$ cat config.mk
export PLATFORM = sky130hd
export DESIGN_NAME = v_instr_queue
export DESIGN_NICKNAME = d
export VERILOG_FILES = /design/src/rtl/v_instr_queue.sv
export SDC_FILE = /design/constraint.sdc
export NUM_CORES = 1
export LEC_CHECK = 0
export BUFFER_PORTS_ARGS = -buffer_cell sky130_fd_sc_hd__buf_2
export CELL_PAD_IN_SITES_DETAIL_PLACEMENT = 1
export CELL_PAD_IN_SITES_GLOBAL_PLACEMENT = 1
export CORE_MARGIN = 2
export CORE_UTILIZATION = 57
export DETAILED_ROUTE_END_ITERATION = 10
export GPL_TIMING_DRIVEN = 1
export PLACE_DENSITY_LB_ADDON = 0.08
export SLEW_MARGIN = 15
export SYNTH_ARGS = -nofsm -noshare
export SYNTH_HDL_FRONTEND = slang
export SYNTH_SLANG_ARGS = --single-unit
$ cat constraint.sdc
create_clock -name clk -period 30.6 [get_ports clk]
set_input_delay 1.53 -clock clk [delete_from_list [all_inputs] [get_ports clk]]
set_output_delay 1.53 -clock clk [all_outputs]
set_load 0.02 [all_outputs]
$ cat src/rtl/v_instr_queue.sv
// Vector-instruction decoupling FIFO between the scalar core and the vector scheduler.
// Optional macro V_QUEUE_BYPASS_EN enables zero-latency issue when the queue is empty.
module v_instr_queue #(
  parameter int DEPTH = 8,
  parameter int CNT_W = $clog2(DEPTH) + 1
) (
  input  logic             clk,
  input  logic             rstn,
  input  logic             v_instr_valid_i,
  input  logic [31:0]      v_instr_i,
  input  logic [31:0]      rs1_i,
  input  logic [31:0]      rs2_i,
  output logic             q_stall_o,
  output logic [31:0]      vector_instr_o,
  output logic [31:0]      rs1_o,
  output logic [31:0]      rs2_o,
  output logic             v_instr_valid_o,
  input  logic             vector_stall_i,
  output logic             q_vld_pending_o,
  output logic             q_vst_pending_o,
  output logic [CNT_W-1:0] q_count_o,
  output logic             q_overflow_o
);

  localparam int         PTR_W      = $clog2(DEPTH);
  localparam logic [6:0] OPC_VLOAD  = 7'b0000111;
  localparam logic [6:0] OPC_VSTORE = 7'b0100111;

  logic [95:0]      entry_q [DEPTH];
  logic [1:0]       tag_q   [DEPTH];  // {is_load, is_store}
  logic [PTR_W-1:0] wr_ptr, rd_ptr;
  logic [CNT_W-1:0] count, vld_cnt, vst_cnt;
  logic             overflow;

  logic        full, empty, push, pop, bypass;
  logic        in_load, in_store, head_load, head_store;
  logic [95:0] head_entry;

  assign full     = (count == CNT_W'(DEPTH));
  assign empty    = (count == '0);
  assign in_load  = (v_instr_i[6:0] == OPC_VLOAD);
  assign in_store = (v_instr_i[6:0] == OPC_VSTORE);

`ifdef V_QUEUE_BYPASS_EN
  assign bypass = empty & v_instr_valid_i & ~vector_stall_i;
`else
  assign bypass = 1'b0;
`endif

  // Full is taken from the registered count, so a same-cycle pop never frees a slot.
  assign push = v_instr_valid_i & ~full & ~bypass;
  assign pop  = ~empty & ~vector_stall_i;

  assign head_entry              = entry_q[rd_ptr];
  assign {head_load, head_store} = tag_q[rd_ptr];

  always_comb begin
    v_instr_valid_o = ~empty;
    vector_instr_o  = empty ? 32'h0 : head_entry[95:64];
    rs1_o           = empty ? 32'h0 : head_entry[63:32];
    rs2_o           = empty ? 32'h0 : head_entry[31:0];
`ifdef V_QUEUE_BYPASS_EN
    if (bypass) begin
      v_instr_valid_o = 1'b1;
      vector_instr_o  = v_instr_i;
      rs1_o           = rs1_i;
      rs2_o           = rs2_i;
    end
`endif
  end

  assign q_stall_o       = full;
  assign q_count_o       = count;
  assign q_vld_pending_o = (vld_cnt != '0);
  assign q_vst_pending_o = (vst_cnt != '0);
  assign q_overflow_o    = overflow;

  function automatic logic [CNT_W-1:0] next_cnt(input logic [CNT_W-1:0] cnt,
                                                 input logic inc, input logic dec);
    case ({inc, dec})
      2'b10:   return cnt + CNT_W'(1);
      2'b01:   return cnt - CNT_W'(1);
      default: return cnt;
    endcase
  endfunction

  // NOTE: the entry array has no reset; the count alone decides which entries are live.
  always_ff @(posedge clk) begin
    if (push) begin
      entry_q[wr_ptr] <= {v_instr_i, rs1_i, rs2_i};
      tag_q[wr_ptr]   <= {in_load, in_store};
    end
  end

  // NOTE: sequential state uses non-blocking assignments so every register sees pre-edge values.
  always_ff @(posedge clk) begin
    if (!rstn) begin
      wr_ptr   <= '0;
      rd_ptr   <= '0;
      count    <= '0;
      vld_cnt  <= '0;
      vst_cnt  <= '0;
      overflow <= 1'b0;
    end else begin
      if (push) wr_ptr <= wr_ptr + PTR_W'(1);
      if (pop)  rd_ptr <= rd_ptr + PTR_W'(1);
      count   <= next_cnt(count,   push,            pop);
      vld_cnt <= next_cnt(vld_cnt, push & in_load,  pop & head_load);
      vst_cnt <= next_cnt(vst_cnt, push & in_store, pop & head_store);
      if (v_instr_valid_i && full) overflow <= 1'b1;
    end
  end

endmodule
==> results of run 1 <==
==> state kept, by name (all words and copies together) (netlist names), named ones only <==
name and cells:
entry_q 768, tag_q 16, q_count_o 4, vld_cnt 4
vst_cnt 4, rd_ptr 3, wr_ptr 3, q_overflow_o 1
==> worst max-delay path: stages, from the launching register on <==
cell and delay [ns]:
dfxtp_4 0.72, buf_4 0.77, buf_4 0.91, mux4_2 0.61, mux2i_1 0.19, nor2_1 0.12, buf_2 0.22
==> per-stage QoR <==
stage / cells / hold WS [ns] / setup slack (ns) / util / cell area, sq um
2_1_floorplan: 1386 / 0.440 / 18.84 / - / 30900
3_3_place_gp: 2243 / 0.452 / 25.30 / 0.610 / 32800
3_5_place_dp: 2243 / 0.476 / 25.28 / 0.610 / 32800
4_1_cts: 2390 / 0.483 / 24.63 / 0.657 / 35300
5_1_grt: 2392 / 0.506 / 24.37 / 0.658 / 35300
6_report: 2393 / 0.475 / 24.86 / 0.658 / 35300
==> placed cells by master (no fill, tap or decap), drive strengths merged <==
master | synthesis | routed
a21boi | 3 | 3
a21o | 2 | 2
a21oi | 4 | 4
and2 | 13 | 13
buf | 51 | 231
bufinv | 0 | 5
clkbuf | 19 | 101
clkinv | 0 | 36
clkinvlp | 0 | 3
dfxtp | 22 | 22
diode | 0 | 3
edfxtp | 784 | 784
fa | 2 | 2
ha | 11 | 11
inv | 9 | 11
mux2i | 104 | 104
mux4 | 196 | 196
nand2 | 15 | 15
nand2b | 5 | 5
nand3 | 1 | 1
nand4b | 1 | 1
nor2 | 104 | 104
nor2b | 3 | 3
nor3 | 6 | 6
nor3b | 1 | 1
nor4 | 3 | 3
nor4b | 2 | 2
nor4bb | 1 | 1
o21ai | 8 | 8
o31ai | 1 | 1
or3 | 1 | 1
or4 | 2 | 2
or4b | 1 | 1
xnor2 | 5 | 5
xor2 | 6 | 6
==> kinds of logic (layout without fill, tap and decap cells) <==
family | count (synthesis) | after routing | synth area share
flip-flops | 806 | 806 | 0.776
multiplexers | 300 | 300 | 0.176
AND/OR/NAND/NOR | 159 | 159 | 0.0231
buffers and inverters | 79 | 387 | 0.0125
AO/OA/AOI/OAI | 18 | 18 | 0.00340
adder cells (fa/ha/maj) | 13 | 13 | 0.00575
XOR/XNOR | 11 | 11 | 0.00312
other | 0 | 3 | 0
==> area by class of cell <==
| class | instances | area, sq um |
|---|---|---|
| inverters | 9 | 38.8 |
| clock inverters | 46 | 350 |
| multi-input cells | 501 | 6600 |
| well taps | 696 | 871 |
| repair buffers | 231 | 1250 |
| diodes | 3 | 7.51 |
| flip-flops and latches | 806 | 24000 |
| clock buffers | 101 | 2210 |
| fillers | 4289 | 18400 |
==> worst min path at each step <==
| stage | startpoint | end | slack [ns] | cells past startpoint |
|---|---|---|---|---|
| 3_5_place_dp | vst_cnt[3]$_SDFFE_PN0P_ | vst_cnt[3]$_SDFFE_PN0P_ | 0.48 | 2 |
| 2_1_floorplan | vst_cnt[3]$_SDFFE_PN0P_ | vst_cnt[3]$_SDFFE_PN0P_ | 0.44 | 2 |
| 6_report | vld_cnt[3]$_SDFFE_PN0P_ | vld_cnt[3]$_SDFFE_PN0P_ | 0.48 | 2 |
| 3_3_place_gp | vld_cnt[3]$_SDFFE_PN0P_ | vld_cnt[3]$_SDFFE_PN0P_ | 0.45 | 2 |
| 4_1_cts | vld_cnt[3]$_SDFFE_PN0P_ | vld_cnt[3]$_SDFFE_PN0P_ | 0.48 | 2 |
| 5_1_grt | vld_cnt[3]$_SDFFE_PN0P_ | vld_cnt[3]$_SDFFE_PN0P_ | 0.51 | 2 |
==> power groups by stage <==
stage / Combinational, mW / Clock (mW) / Sequential (mW)
floorplan: 0.546 / 0 / 1.32
global placement: 0.754 / 0 / 1.33
detailed placement: 0.765 / 0 / 1.33
CTS: 0.769 / 0.971 / 1.31
global route: 0.808 / 1.02 / 1.31
finish: 0.754 / 0.954 / 1.30
==> routing by layer <==
layer / vias to the layer above / wire, microns / track usage
li1: 6222 / - / -
met1: 7729 / 27800 / 0.336
met2: 388 / 34000 / 0.409
met3: 80 / 3590 / 0.0459
met4: 12 / 1100 / 0.0687
met5: - / 78 / 0
==> metrics.txt, run 1 <==
count of final hold-check violations 0; DR WL/cell 27.8 microns; Final min period 5.74 ns; drt first pass iters 5; top post-synthesis cells by area edfxtp_1 (76%), mux4_2 (14%), mux2i_1 (3.4%), dfxtp_1 (1.4%), nor2_1 (1.3%); Mapped Nets 1499; sequential power share 0.433; startpoint types register; CP required 29.07 ns; Die ar. 56100 sq um; Final Total Pwr 3.01 mW; share of layout cells above drive strength 1 0.331; worst slew pin tran 1.07 ns; Initial Util 0.576; Post-CTS Setup Bufs 0; Clk pwr share 0.317; DPL Wire Length 35700 microns; die width 237 microns; Netlist cell types 38; Final setup viols 0; Post-synth ARST share 0; Total Routed Length 66500 microns; RSZ-0062 raised after global routing false; reg2reg setup slack 26.00 ns; Mapped Cells 1386; Pint 2.13 mW; power per cell area 85.3 nW/um^2; Logic pwr share 0.250; die height 237 microns; Post-synth EDFFs 784; Clock Path Buffers 3; worst r2r dst vld_cnt[3]$_SDFFE_PN0P_; period utilisation layout 0.188; Switch Pwr 0.879 mW; Core Region 53700 sq um; final slew viol count 0; TritonCTS buffer count 80; maxcap violations 0; crit path DAT 4.21 ns; clock tree from TritonCTS done; Critical Path End Type output pin; initial antenna violation count 9; worst skew pair latency 0.62 ns; Synth Warn # 0; gpl congestion 0.719; Post-synth top cells edfxtp_1 (784), mux4_2 (196), mux2i_1 (104), nor2_1 (104), buf_2 (24); drc violations 0; total number of vias 14431; Sw Ratio 0.292; Critical Path Fanout Max 51; first-pass GRT wire length 101000 microns; post-synth top area cell edfxtp_1; Yosys reg bits 806; Worst-path clk slew 0.06 ns; GRT Total Usage 0.245; Yosys top cell area share 0.761; CP endpoint rs2_o[10]; Mean Syn Cell Area 22.3 sq um; Overflow after GRT 0; Fmax 174 MHz; Std-Cell Rows 85; clk_skew 0.0153 ns; final net count 1742; mapped cell area 30900 sq um; R2R depth 11; largest net degree at the start of global routing 170; I/O pin cnt 205; register area share after synthesis 0.776; Worst Setup Path Type reg2out; setup TNS 0 ns; DRT iter0 DRCs 1058; vias in the first global route 15810; Post-DRT Antenna Nets 0; PostCTS Resize Cnt 0; Vias per Instance 6.03; Worst Hold Class reg2reg; Slew headroom 0.290; clock tree root buffer cell clkbuf_16; Layout area overhead 14.2%; I/O Buffers 204; H-tree depth 3; CTS sink cnt 806; Main synth FF type edfxtp_1; most common cell in the netlist edfxtp_1; status completed; hold buffers post-CTS 0; Static Leak 11.4 nW; maximum VDD drop 57.8 uV
No activity file was read; power rests on OpenSTA's default activity.
==> run 2: changes to the inputs <==
--- a/config.mk
+++ b/config.mk
@@ -5,11 +5,12 @@
 export SDC_FILE = /design/constraint.sdc
 export NUM_CORES = 1
 export LEC_CHECK = 0
+export ABC_AREA = 1
 export BUFFER_PORTS_ARGS = -buffer_cell sky130_fd_sc_hd__buf_2
 export CELL_PAD_IN_SITES_DETAIL_PLACEMENT = 1
 export CELL_PAD_IN_SITES_GLOBAL_PLACEMENT = 1
 export CORE_MARGIN = 2
-export CORE_UTILIZATION = 57
+export CORE_UTILIZATION = 50
 export DETAILED_ROUTE_END_ITERATION = 10
 export GPL_TIMING_DRIVEN = 1
 export PLACE_DENSITY_LB_ADDON = 0.08
==> constraint.sdc (replaced) <==
create_clock -name clk -period 5.3 [get_ports clk]
set_input_delay 0.265 -clock clk [delete_from_list [all_inputs] [get_ports clk]]
set_output_delay 0.265 -clock clk [all_outputs]
set_load 0.02 [all_outputs]
==> metrics.txt, run 2 <==
worst hold slack 0.0868 ns (-0.388 ns); largest net degree at the start of global routing 173 (+1.8%); Critical Path Fanout Max 150 (+190%); worst skew pair latency 0.63 ns (about the same); cell chain of the critical path inv_8 > buf_4 > nor2_1 > o22ai_1 > nor2_1 > nor2_1 > buf_2; gpl congestion 0.732 (+1.8%); Final Util 0.588 (-0.0701); vias in the first global route 22626 (+43%); Worst Setup Path Type reg2out; GRT Total Usage 0.258 (+0.0128); Slew headroom 0.261 (-0.0289); Clk pwr share 0.290 (-0.027); most frequent cells in the layout edfxtp_1 (784), nor2_1 (698), o21ai_0 (255); CP required 5.04 ns (-24.03 ns); initial antenna violation count 8 (-1); worst slew pin tran 1.11 ns (+0.0407 ns); sequential power share 0.401 (-0.032); Yosys top cell area share 0.739 (-0.0223); total number of vias 20963 (+45%); Final min period 3.96 ns; Placed Cells incl. Taps 3416 (+52%); DPL Wire Length 42100 microns (+18%); TritonCTS buffer count 85 (+6.3%); critical path's slowest cell inv_8; Layout area overhead 16.4%; DR WL/cell 23.0 microns (-17%); Static Leak 12.9 nW (+14%); status completed; first-pass GRT wire length 131000 microns (+30%); Post-DRT Antenna Nets 0 (unchanged); maximum VDD drop 435 uV (+650%); Critical Path End Type output pin; Mapped Nets 2612 (+74%); largest reg by FF count entry_q; Logic pwr share 0.309 (+0.059); max incr delay on CP 0.77 ns (-0.14 ns); Overflow after GRT 0 (unchanged); CTS sink cnt 806 (unchanged); mapped cell area 31900 sq um (+3.0%); Worst-path clk slew 0.06 ns (about the same); Top delay family on crit path buffers and inverters; largest registers entry_q: 768 flops, tag_q: 16 flops; register area share after synthesis 0.753 (-0.0227); most common cell in the netlist edfxtp_1; top post-synthesis cells by area edfxtp_1 (74%), nor2_1 (8.3%), o21ai_0 (4.0%), o21ai_1 (2.5%), o211ai_1 (2.3%); Core Region 63100 sq um (+17%); Post-synth ARST share 0 (unchanged); Post-synth top cells edfxtp_1 (784), nor2_1 (706), o21ai_0 (255), o21ai_1 (156), nand2_1 (132); I/O Buffers 204 (unchanged); filler cell count 6301 (+47%); final slew viol count 0 (unchanged); die height 256 microns (+8.2%); Std-Cell Rows 92 (+8.2%); Fmax 252 MHz; H-tree depth 3 (unchanged); Netlist cell types 28 (-26%); Mean Syn Cell Area 12.7 sq um (-43%); most common cell after layout, fill and taps aside edfxtp_1; I/O pin cnt 205 (unchanged); Total Routed Length 84400 microns (+27%); Sw Ratio 0.359 (+0.0667); Switch Pwr 6.79 mW (+670%); Main synth FF type edfxtp_1; Buf/Inv on CP 3 (unchanged); final non-filler cell total 3671 (+53%); Mapped Cells 2499 (+80%); most frequent CP cell nor2_1; share of layout cells above drive strength 1 0.127 (-0.204); power per cell area 511 nW/um^2 (+500%); die width 256 microns (+8.2%); Initial Util 0.505 (-0.0708); maxcap violations 0 (unchanged); final net count 2868 (+65%); RSZ-0062 raised after global routing false; Post-synth EDFFs 784 (unchanged); clk_skew 0.0178 ns (+0.00245 ns); Synth Warn # 0 (unchanged); clock tree from TritonCTS done; Worst Hold Class in2reg; Die ar. 65700 sq um (+17%); period utilisation layout 0.748; post-synth top area cell edfxtp_1; clock tree root buffer cell clkbuf_16; Yosys reg bits 806 (unchanged); count of final hold-check violations 0 (unchanged); drc violations 0 (unchanged); Clock Path Buffers 3 (unchanged); Final setup viols 0 (unchanged); DRT iter0 DRCs 1454 (+37%); Pint 12.2 mW (+470%); drt first pass iters 5 (unchanged); Post-CTS Setup Bufs 0 (unchanged); startpoint types register; Vias per Instance 5.71 (-5.3%); crit path DAT 3.70 ns (-0.51 ns); max reg flops 768 (unchanged)
==> run 2: cell count changes in the layout (fill, tap and decap cells not counted), moves of 26 or more <==
| cell | previous run | this run |
|---|---|---|
| mux2i_1 | 104 | 0 |
| inv_1 | 7 | 33 |
| nand2_1 | 15 | 132 |
| o21ai_1 | 0 | 156 |
| o21ai_0 | 8 | 255 |
| nor2_1 | 101 | 698 |
| dlygate4sd3_1 | 0 | 98 |
| mux4_2 | 196 | 0 |
| o211ai_1 | 0 | 96 |
| o22ai_1 | 0 | 98 |
==> run 2: through the flow <==
| step | power, mW | area, sq um | worst slack (ns) | setup TNS, ns |
|---|---|---|---|---|
| after global placement | 13.3 | 33500 | 1.82 | 0 |
| after detailed placement | 13.5 | 33500 | 1.73 | 0 |
| final | 18.9 | 37100 | 1.34 | 0 |
| after global routing | 19.9 | 37100 | 0.972 | 0 |
| after CTS | 19.1 | 37000 | 1.25 | 0 |
| after floorplan | 11.5 | 31900 | -0.519 | -203.47 |
==> run 2: power groups by stage <==
stage	combinational, mW	sequential [mW]	clock (mW)
final	5.85	7.60	5.50
after global routing	6.45	7.63	5.84
after CTS	5.90	7.60	5.59
after detailed placement	5.79	7.73	0
after global placement	5.60	7.70	0
after floorplan	3.86	7.68	0
==> run 2: layout make-up <==
type / count / area [sq um] / share of cell area
Sequential cell: 806 / 24000 / 0.647
Multi-Input combinational cell: 1494 / 7010 / 0.189
Timing Repair Buffer: 331 / 2320 / 0.0626
Clock buffer: 112 / 2270 / 0.0613
Tap cell: 846 / 1060 / 0.0286
Clock inverter: 42 / 253 / 0.00682
Inverter: 37 / 148 / 0.00398
Antenna cell: 3 / 7.51 / 0.000203
==> run 2: cells by family after synthesis <==
kind of cell,synth area share
xor+xnor,0.00220
buf+inv,0.0290
fa+ha+maj,0.00558
flops,0.753
simple gates,0.101
compound gates,0.109
==> run 2: what timing repair did <==
| item | CTS | global route |
|---|---|---|
| resized for setup | 0 | 0 |
| endpoints found under the hold margin | 775 | 0 |
| hold buffers | 98 | 0 |
==> run 2: final timing paths <==
path                        startpoint                         to  slack, ns  cells after the start
max reg2reg                   register    vst_cnt[3]$_SDFFE_PN0P_       1.69                     15
min                     vector_stall_i                   register       0.09                      5
min reg2reg  q_overflow_o$_SDFFE_PN0P_  q_overflow_o$_SDFFE_PN0P_       0.46                      2
max                           register                  rs1_o[17]       1.34                      7
==> run 2: worst min-delay path, cell delays in order <==
cell,delay (ns)
buf_2,0.09
inv_1,0.04
nand2_1,0.11
nand2_1,0.08
a21oi_1,0.07
==> run 2: routing by layer <==
metal  share of wire  track usage
met5         0.00055            0
met1            0.43        0.336
met4           0.021       0.0783
met3           0.044       0.0380
met2            0.50        0.448
==> run 3: changes to the inputs <==
==> constraint.sdc (replaced) <==
create_clock -name clk -period 3.9 [get_ports clk]
set_input_delay 0.195 -clock clk [delete_from_list [all_inputs] [get_ports clk]]
set_output_delay 0.195 -clock clk [all_outputs]
set_load 0.02 [all_outputs]
==> metrics.txt, run 3 (synthesis results as in run 2) <==
Final Total Pwr 25.3 mW (+34%); final net count 2876 (+0.28%); crit path DAT 3.15 ns (-0.55 ns); die width 256 microns (unchanged); Vias per Instance 5.71 (about the same); max reg flops 768 (unchanged); I/O Buffers 204 (unchanged); Layout area overhead 16.3% (about the same); R2R depth 14 (-1); post-route setup slack 0.556 ns (-0.780 ns); worst r2r dst vst_cnt[3]$_SDFFE_PN0P_; clock tree root buffer cell clkbuf_16; TritonCTS buffer count 82 (-3.5%); Final setup viols 0 (unchanged); most frequent CP cell nor2_1; Post-CTS Setup Bufs 0 (unchanged); period utilisation layout 0.858; die height 256 microns (unchanged); H-tree depth 3 (unchanged); total number of vias 20909 (-0.26%); Critical Path Fanout Max 200 (+33%); Final min period 3.34 ns; count of final hold-check violations 0 (unchanged); final slew viol count 0 (unchanged); worst skew pair latency 0.63 ns (about the same); drt first pass iters 5 (unchanged); Clock Path Buffers 3 (unchanged); initial antenna violation count 6 (-2); Worst Setup Path Type reg2out; share of layout cells above drive strength 1 0.128 (+0.00133); Total Routed Length 83000 microns (-1.7%); Initial Util 0.505 (unchanged); most frequent cells in the layout edfxtp_1 (784), nor2_1 (698), o21ai_0 (255); most common cell after layout, fill and taps aside edfxtp_1; worst slew pin tran 1.05 ns (-0.0610 ns); largest reg by FF count entry_q; max incr delay on CP 0.67 ns (-0.10 ns); reg2reg setup slack 1.10 ns (-0.59 ns); Seq. cell area 24000 sq um (unchanged); Fmax 299 MHz; met1 usage 0.323 (-0.0133); Placement Setup Slack 1.23 ns (-0.508 ns); Critical Path End Type output pin; gpl congestion 0.754 (+3.0%); clk_skew 0.0245 ns (+0.00674 ns); maximum VDD drop 565 uV (+30%); Post-DRT Antenna Nets 0 (unchanged); worst hold start vector_stall_i; DRT iter0 DRCs 1213 (-17%); CTS sink cnt 806 (unchanged); maxcap violations 0 (unchanged); status completed; Core Region 63100 sq um (unchanged); startpoint types register; GRT Total Usage 0.252 (-0.00556); CP required 3.70 ns (-1.34 ns); area of the multi-input gates 7000 sq um (about the same); Final Util 0.587 (about the same); largest net degree at the start of global routing 201 (+16%); Std-Cell Rows 92 (unchanged); GRT met2 Usage 0.441 (-0.00693); Worst Hold Class in2reg; critical path's slowest cell dfxtp_4; clock tree from TritonCTS done; Die ar. 65700 sq um (unchanged); vias in the first global route 22320 (-1.4%); RSZ-0062 raised after global routing false; Hold Path Depth 5 (unchanged); GRT met3 Usage 0.0427 (+0.00474); cell chain of the critical path buf_12 > o21ai_0 > o22ai_1 > nor2_1 > nor2_1 > buf_2; Static Leak 12.9 nW (about the same); Worst-path clk slew 0.06 ns (about the same); DPL Wire Length 43600 microns (+3.4%); DR WL/cell 22.6 microns (-1.5%); global route hottest layer met2; filler cell count 6277 (-0.38%); drc violations 0 (unchanged); first-pass GRT wire length 128000 microns (-2.3%); I/O pin cnt 205 (unchanged); largest registers entry_q: 768 flops, tag_q: 16 flops; worst hold slack 0.0488 ns (-0.0380 ns); power per cell area 684 nW/um^2 (+34%); Slew headroom 0.303 (+0.0424); Overflow after GRT 0 (unchanged)
==> run 3: worst max-delay path: cells and delay by family (launching register included) <==
family | cells | cell delay, ns
compound gates | 2 | 0.47
buf+inv | 2 | 0.88
flops | 1 | 0.67
simple gates | 2 | 0.36
==> run 3: worst max-delay path by stage <==
stage,cells past startpoint,to,startpoint,slack [ns]
finish,6,vector_instr_o[29],register,0.56
global route,8,vector_instr_o[3],register,0.41
CTS,8,vector_instr_o[20],register,0.56
detailed placement,8,vector_instr_o[20],register,1.23
global placement,8,vector_instr_o[3],register,1.31
floorplan,5,entry_q[0][0]$_DFFE_PP_,q_count_o[0]$_SDFFE_PN0P_,-0.29
==> run 3: repair_timing <==
action | in CTS | in global routing
hold endpoints to repair | 780 | 0
resized for setup | 0 | 0
hold buffers | 98 | 0
setup endpoints to repair | 0 | 0
==> run 3: per-stage QoR <==
stage	instance area [sq um]	instances	setup TNS, ns
finish	37100	3665	0
global route	37100	3664	0
CTS	37000	3662	0
detailed placement	33700	3427	0
global placement	33700	3427	0
floorplan	31900	2499	-111.96
==> run 3: where the power goes <==
group	internal, mW	total (mW)	switching (mW)
logic	2.27	8.00	5.73
registers	10.1	10.3	0.223
clock network	3.91	7.04	3.14
total	16.2	25.3	9.09
==> run 3: layout make-up <==
cell class	instances	area share
Tap cell	846	0.0286
Antenna cell	3	0.000203
Inverter	37	0.00398
Timing Repair Buffer	342	0.0679
Sequential cell	806	0.648
Clock buffer	101	0.0573
Multi-Input combinational cell	1494	0.189
Clock inverter	36	0.00554
==> run 3: per-layer routing <==
metal  vias up  share of wire
li1       9569              -
met1     10776           0.42
met2       410           0.51
met3       146          0.041
met4         8          0.025
met5         -        0.00060
